==> src/rtl/masku_operand_sequencer.sv <==
// Mask-unit operand sequencer: pops lockstep lane beats, ORs compressed bits
// into a DW-bit result word and emits full/final words on valid/ready.
module masku_operand_sequencer #(
    parameter int unsigned NrLanes  = 4,
    parameter int unsigned ElenBits = 64,
    parameter int unsigned VlWidth  = 16,
    localparam int unsigned DW      = NrLanes * ElenBits,
    localparam int unsigned PntW    = $clog2(DW) + 1
) (
    input  logic                clk_i,
    input  logic                rst_i,
    input  logic                vinsn_valid_i,
    output logic                vinsn_ready_o,
    input  logic [VlWidth-1:0]  vinsn_vl_i,
    input  logic [1:0]          vinsn_vsew_i,
    input  logic [NrLanes-1:0]  operand_valid_i,
    output logic [NrLanes-1:0]  operand_ready_o,
    input  logic [DW-1:0]       compressed_i,
    output logic [PntW-1:0]     vrf_pnt_o,
    output logic [DW-1:0]       result_o,
    output logic                result_valid_o,
    input  logic                result_ready_i,
    output logic                result_last_o,
    output logic                done_o
);

    localparam logic [PntW-1:0] DwPnt = PntW'(DW);

    typedef enum logic [1:0] {
        IDLE,
        RUN,
        FLUSH
    } state_e;

    state_e               state, nxt_state;
    logic [DW-1:0]        acc, nxt_acc;
    logic [PntW-1:0]      vrf_pnt, nxt_pnt;
    logic [VlWidth-1:0]   remaining, nxt_rem;
    logic [1:0]           sew, nxt_sew;
    logic [DW-1:0]        result_q, nxt_result;
    logic                 result_valid_q, nxt_valid;
    logic                 result_last_q, nxt_last;
    logic                 done_q, nxt_done;

    logic [VlWidth-1:0]   epb;
    logic [VlWidth-1:0]   n;
    logic [VlWidth-1:0]   rem_left;
    logic [PntW-1:0]      pnt_sum;
    logic [DW-1:0]        merged;

    always_comb begin
        unique case (sew)
            2'd0:    epb = VlWidth'(NrLanes * (ElenBits >> 3));
            2'd1:    epb = VlWidth'(NrLanes * (ElenBits >> 4));
            2'd2:    epb = VlWidth'(NrLanes * (ElenBits >> 5));
            default: epb = VlWidth'(NrLanes * (ElenBits >> 6));
        endcase
        n        = (remaining < epb) ? remaining : epb;
        rem_left = remaining - n;
        pnt_sum  = vrf_pnt + PntW'(n);
        merged   = acc | compressed_i;
    end

    always_comb begin
        nxt_state       = state;
        nxt_acc         = acc;
        nxt_pnt         = vrf_pnt;
        nxt_rem         = remaining;
        nxt_sew         = sew;
        nxt_result      = result_q;
        nxt_valid       = result_valid_q;
        nxt_last        = result_last_q;
        nxt_done        = 1'b0;
        vinsn_ready_o   = 1'b0;
        operand_ready_o = '0;

        unique case (state)
            IDLE: begin
                vinsn_ready_o = !rst_i;
                if (vinsn_valid_i) begin
                    nxt_rem = vinsn_vl_i;
                    nxt_sew = vinsn_vsew_i;
                    nxt_pnt = '0;
                    nxt_acc = '0;
                    if (vinsn_vl_i == '0) nxt_done = 1'b1;
                    else                  nxt_state = RUN;
                end
            end
            RUN: begin
                // All lanes pop together or not at all.
                if (&operand_valid_i && !rst_i) begin
                    operand_ready_o = '1;
                    nxt_acc         = merged;
                    nxt_rem         = rem_left;
                    nxt_pnt         = pnt_sum;
                    if (pnt_sum == DwPnt || rem_left == '0) begin
                        nxt_result = merged;
                        nxt_valid  = 1'b1;
                        nxt_last   = (rem_left == '0);
                        nxt_state  = FLUSH;
                    end
                end
            end
            FLUSH: begin
                if (result_ready_i) begin
                    nxt_valid = 1'b0;
                    nxt_last  = 1'b0;
                    nxt_acc   = '0;
                    nxt_pnt   = '0;
                    if (result_last_q) begin
                        nxt_done  = 1'b1;
                        nxt_state = IDLE;
                    end else begin
                        nxt_state = RUN;
                    end
                end
            end
            default: nxt_state = IDLE;
        endcase
    end

    always_ff @(posedge clk_i) begin
        if (rst_i) begin
            state          <= IDLE;
            acc            <= '0;
            vrf_pnt        <= '0;
            remaining      <= '0;
            sew            <= '0;
            result_q       <= '0;
            result_valid_q <= 1'b0;
            result_last_q  <= 1'b0;
            done_q         <= 1'b0;
        end else begin
            state          <= nxt_state;
            acc            <= nxt_acc;
            vrf_pnt        <= nxt_pnt;
            remaining      <= nxt_rem;
            sew            <= nxt_sew;
            result_q       <= nxt_result;
            result_valid_q <= nxt_valid;
            result_last_q  <= nxt_last;
            done_q         <= nxt_done;
        end
    end

    assign vrf_pnt_o      = vrf_pnt;
    assign result_o       = result_q;
    assign result_valid_o = result_valid_q;
    assign result_last_o  = result_last_q;
    assign done_o         = done_q;

endmodule

==> config.mk <==
export PLATFORM = sky130hd
export DESIGN_NAME = masku_operand_sequencer
export DESIGN_NICKNAME = d
export VERILOG_FILES = /design/src/rtl/masku_operand_sequencer.sv
export SDC_FILE = /design/constraint.sdc
export NUM_CORES = 1
export LEC_CHECK = 0
export ABC_AREA = 1
export CAP_MARGIN = 20
export CORE_MARGIN = 2
export CORE_UTILIZATION = 44
export DETAILED_ROUTE_END_ITERATION = 6
export GPL_TIMING_DRIVEN = 0
export MAX_ROUTING_LAYER = met4
export PLACE_DENSITY = 0.84
export REMOVE_ABC_BUFFERS = 1
export SLEW_MARGIN = 25
export SYNTH_ARGS = -nofsm -noshare
export SYNTH_HDL_FRONTEND = slang
export SYNTH_SLANG_ARGS = --single-unit
==> constraint.sdc <==
create_clock -name clk_i -period 4 [get_ports clk_i]
set_input_delay 0.8 -clock clk_i [delete_from_list [all_inputs] [get_ports clk_i]]
set_output_delay 0.8 -clock clk_i [all_outputs]
set_load 0.02 [all_outputs]
==> flow_summary.rst <==
.. list-table::
   :header-rows: 1

   * - Metric
     - Value
   * - Final Hold Viols
     - 0
   * - Clock power frac
     - between 40% and 50%
   * - Average cell area after synthesis
     - between 7 and 8 µm²
   * - Post-synth top area share
     - between 50% and 60%
   * - Last weighted congestion value of the routability-driven placer
     - about 0.86
   * - Number of enable-type register cells in the synthesized netlist
     - 0
   * - Number of buffers on the longest clock path
     - 3
   * - Area of the placeable core
     - 48650 µm²
   * - Final wirelength
     - 82000 µm
   * - Number of buffers added by the clock tree synthesis step
     - between 50 and 60
   * - Y dimension of the die
     - roughly 230 µm
   * - Net switching power of the design
     - approximately 3.2 mW
   * - Sink count of the clock tree
     - roughly 540
   * - Reg-to-reg startpoint
     - sew[1]
   * - WP data required
     - about 4500 ps
   * - Cells taking the most area after synthesis
     - dfxtp_1, nor2_1, or2_2
   * - Total iterations of the first detailed-routing run
     - 6
   * - Worst slack, placed
     - -2026 ps
   * - Number of H-tree branching levels
     - 2
   * - Cell depth of the worst flop-to-flop path
     - 23
   * - Net switching share of the total power
     - 25.57%
   * - Highest-count cells in the layout ignoring fill and taps
     - nor2_1, clkdlybuf4s50_1, dfxtp_1
   * - Instance count along the most critical hold path
     - 2
   * - Post-Layout Inst Area
     - roughly 32000 µm²
   * - Number of warnings reported in the yosys synthesis log
     - 0
   * - Setup repair after global routing missed its margin
     - true
   * - Detailed Place HPWL
     - just over 40000 µm
   * - Share of the clock period used by the worst path
     - 105.2%
   * - Total power density per cell area
     - ~380 nW/µm²
   * - Kind of cell with the highest combined delay on the critical path
     - simple AND/OR/NAND/NOR gates
   * - Unique cell type count in the Yosys netlist
     - 34
   * - Crit path buf inv count
     - 4
   * - Final Slew Violations
     - 0
   * - Residual antenna-violating net count after detailed routing
     - 0
   * - Starting DRT DRC Count
     - around 1900
   * - HP Start
     - acc[242]
   * - Post-synthesis register bit count
     - about 540
   * - Buffer type at the clock tree root
     - clkbuf_16
   * - Utilization of the core after routing
     - around two thirds
   * - Primary flip-flop cell chosen by synthesis mapping
     - dfxtp_1
   * - Worst hold path class
     - reg2reg
   * - Via count
     - approximately 22000
   * - Clock latency on the worst-skew pair
     - 620 ps
   * - CTS tree
     - yes
   * - Reported max-cap violation count
     - 0
   * - Total setup violations reported at the end of the flow
     - around 250
   * - Reg2Reg Capture Point
     - result_o[121]
   * - Initial antenna violation count
     - 10
   * - Setup slack of the critical path after layout
     - -209.7 ps
   * - Setup CP Type
     - reg2reg
   * - Cell-internal power
     - 9.258 mW
   * - Most frequent standard cell in the layout excluding fill and tap cells
     - nor2_1
   * - Synthesis-to-finish area growth
     - 50.00%
   * - Die X-Extent
     - around 230 µm
   * - Fraction of power consumed by combinational cells
     - approximately an eighth
   * - Crit Path Max Fanout
     - 33
   * - Clock period minus worst slack
     - ~4200 ps
   * - Seq/Total Area, Yosys
     - a little over 50%
   * - Worst slew margin relative to its limit
     - between 40% and 50%
   * - Share of post-route cells with drive strength above 1
     - 20.79%
   * - Slowest cell on crit path
     - fa_1
   * - Highest ir drop seen on vdd
     - 372.6 µV
   * - Arrival time worst endpoint
     - roughly 4700 ps
   * - Gr usage total
     - ~30%
   * - Wire length of the first global-routing pass
     - between 100000 and 150000 µm
   * - Worst Clk Skew
     - 28.89 ps
   * - Total global routing overflow
     - 0
   * - Area of the die
     - ~51000 µm²
   * - DR WL/cell
     - about 21 µm
   * - Longest individual stage delay on the worst path
     - roughly 450 ps
   * - Via count of the first global-routing pass
     - roughly 21000
   * - Post-placement cell area
     - around 27000 µm²
   * - Startpoint type of the worst setup path
     - flop
   * - Fmax
     - 0.2375 GHz
   * - Slew at the pin closest to its max-slew limit
     - ~840 ps
   * - Pin count of the biggest net entering global routing
     - 116
   * - Power share of the sequential group
     - about 44%
   * - Standard-cell row count
     - just over 80
   * - Ratio of routed vias to standard cells
     - about 5.5
   * - Gate Count Post-Synth
     - between 2000 and 3000
   * - DRC violation count after routing
     - 0
   * - Hold slack final
     - about 460 ps
   * - Hold buffer count at cts
     - 0
   * - Layout Nets
     - 3588
   * - R2R Setup Slk
     - -210 ps
   * - Largest area contributor in the synthesized netlist
     - dfxtp_1
   * - Number of I/O port buffers
     - ~550
   * - Hold endpoint
     - acc[242]
   * - Setup crit end kind
     - flop
   * - Critical path cell sequence
     - inv_4, buf_6, nand2_4, ha_4, nand2_2, nand3_2, nor2_4, nand2_4, nor2_1, ha_1, inv_1, fa_1, o21ai_1, xor2_1, nor2_1, nand2_1, nor3_2, nand3_2, nand2_8, buf_4, nand2_4, o21ai_1, nor2_1
   * - Effective utilization at floorplan
     - 44.29%
   * - Clock slew at the register clock pins of the worst setup and hold paths
     - 70 ps
   * - Static power due to leakage
     - ~12 nW
   * - Asr flop ratio synth
     - 0%
   * - Failing checks
     - setup timing
   * - Outcome
     - finished, violations left
   * - Combined area of all synthesized cells
     - ~22000 µm²
   * - I/O pins
     - about 560
stage by stage:
| step | power (mW) | setup TNS (ps) | instances |
|---|---|---|---|
| 2_1_floorplan | 6.356 | -2444630 | 2544 |
| 5_1_grt | 12.82 | -81910 | 3966 |
| 3_3_place_gp | 6.858 | - | 3720 |
| 4_1_cts | 12.30 | -9518 | 3928 |
| 6_report | 12.44 | -21560 | 3966 |
| 3_5_place_dp | 6.885 | -429330 | 3732 |
layer usage:
| metal | track usage, % | routed length, µm | up-vias | part of all wire, % |
|---|---|---|---|---|
| met5 | - | 0 | - | 0 |
| met2 | 47.17 | 38300 | 1094 | 47 |
| met1 | 33.95 | 30710 | 10380 | 37 |
| li1 | - | - | 10150 | - |
| met3 | 8.657 | 8531 | 284 | 10 |
| met4 | 15.57 | 4460 | 0 | 5.4 |
cell type report:
cell class	count	area (µm²)
clock inverter	21	231.5
tap	622	778.2
multi-input combinational	1948	10660
timing repair buffer	669	7432
sequential	544	10900
fill	3578	16330
clock buffer	81	1624
antenna	10	25.02
timing repair inverter	15	381.6
inverter	56	287.8
timing repair:
item,CTS,global route
cloned,30,23
setup endpoints to repair,263,366
gates resized for setup,216,164
pin swaps,61,69
buffers inserted,64,8
registers in the layout, summed over array words and instances, names as in the netlist:
register / flops
acc: 256
done_o: 1
remaining: 16
result_last_o: 1
result_o: 256
result_valid_o: 1
sew: 2
state: 2
vrf_pnt_o: 9
worst reg2reg max path: cells and delay by family (launching register included):
family	cells	cell delay, ps
compound gates	2	590
fa+ha+maj	3	800
flops	1	360
xor+xnor	1	120
buf+inv	4	420
simple gates	13	1800
cell usage after synthesis, types with 12 or more instances:
| library cell | number |
|---|---|
| nor2_1 | 779 |
| dfxtp_1 | 544 |
| or2_2 | 233 |
| nand2_1 | 219 |
| o21ai_1 | 192 |
| a22oi_1 | 182 |
| clkbuf_1 | 131 |
| a21oi_1 | 116 |
| o21ai_0 | 81 |
| nand3_1 | 57 |
| inv_1 | 47 |
| buf_2 | 27 |
| buf_6 | 23 |
| ha_1 | 16 |
| o211ai_1 | 12 |
power groups by stage:
stage	sequential, mW	clock [mW]	combinational (mW)
floorplan	5.62	0	0.736
global placement	5.63	0	1.23
global route	5.52	5.54	1.76
finish	5.52	5.29	1.63
CTS	5.51	5.30	1.48
detailed placement	5.63	0	1.26
worst max-delay path by stage:
stage                  startpoint             to  slack (ps)  depth (start not counted)
3_3_place_gp                rst_i  result_o[166]      -24310                          8
2_1_floorplan  operand_valid_i[2]    result_o[0]       -6550                          8
6_report                   sew[1]  result_o[121]        -210                         23
3_5_place_dp               sew[0]   result_o[77]       -2030                         28
4_1_cts                    sew[0]  result_o[191]        -130                         32
5_1_grt                    sew[1]  result_o[121]        -420                         28
cells by family (layout without fill, tap and decap cells):
| family | after synthesis | count (layout) | share of synthesized area (%) |
|---|---|---|---|
| flops | 544 | 544 | 50.55 |
| compound gates | 589 | 589 | 16.02 |
| xor+xnor | 14 | 14 | 0.5691 |
| other cells | 2 | 13 | 0.03486 |
| simple gates | 1321 | 1325 | 26.44 |
| buf+inv | 247 | 842 | 5.372 |
| fa+ha+maj | 17 | 17 | 1.022 |
No activity file was read; power rests on OpenSTA's default activity.
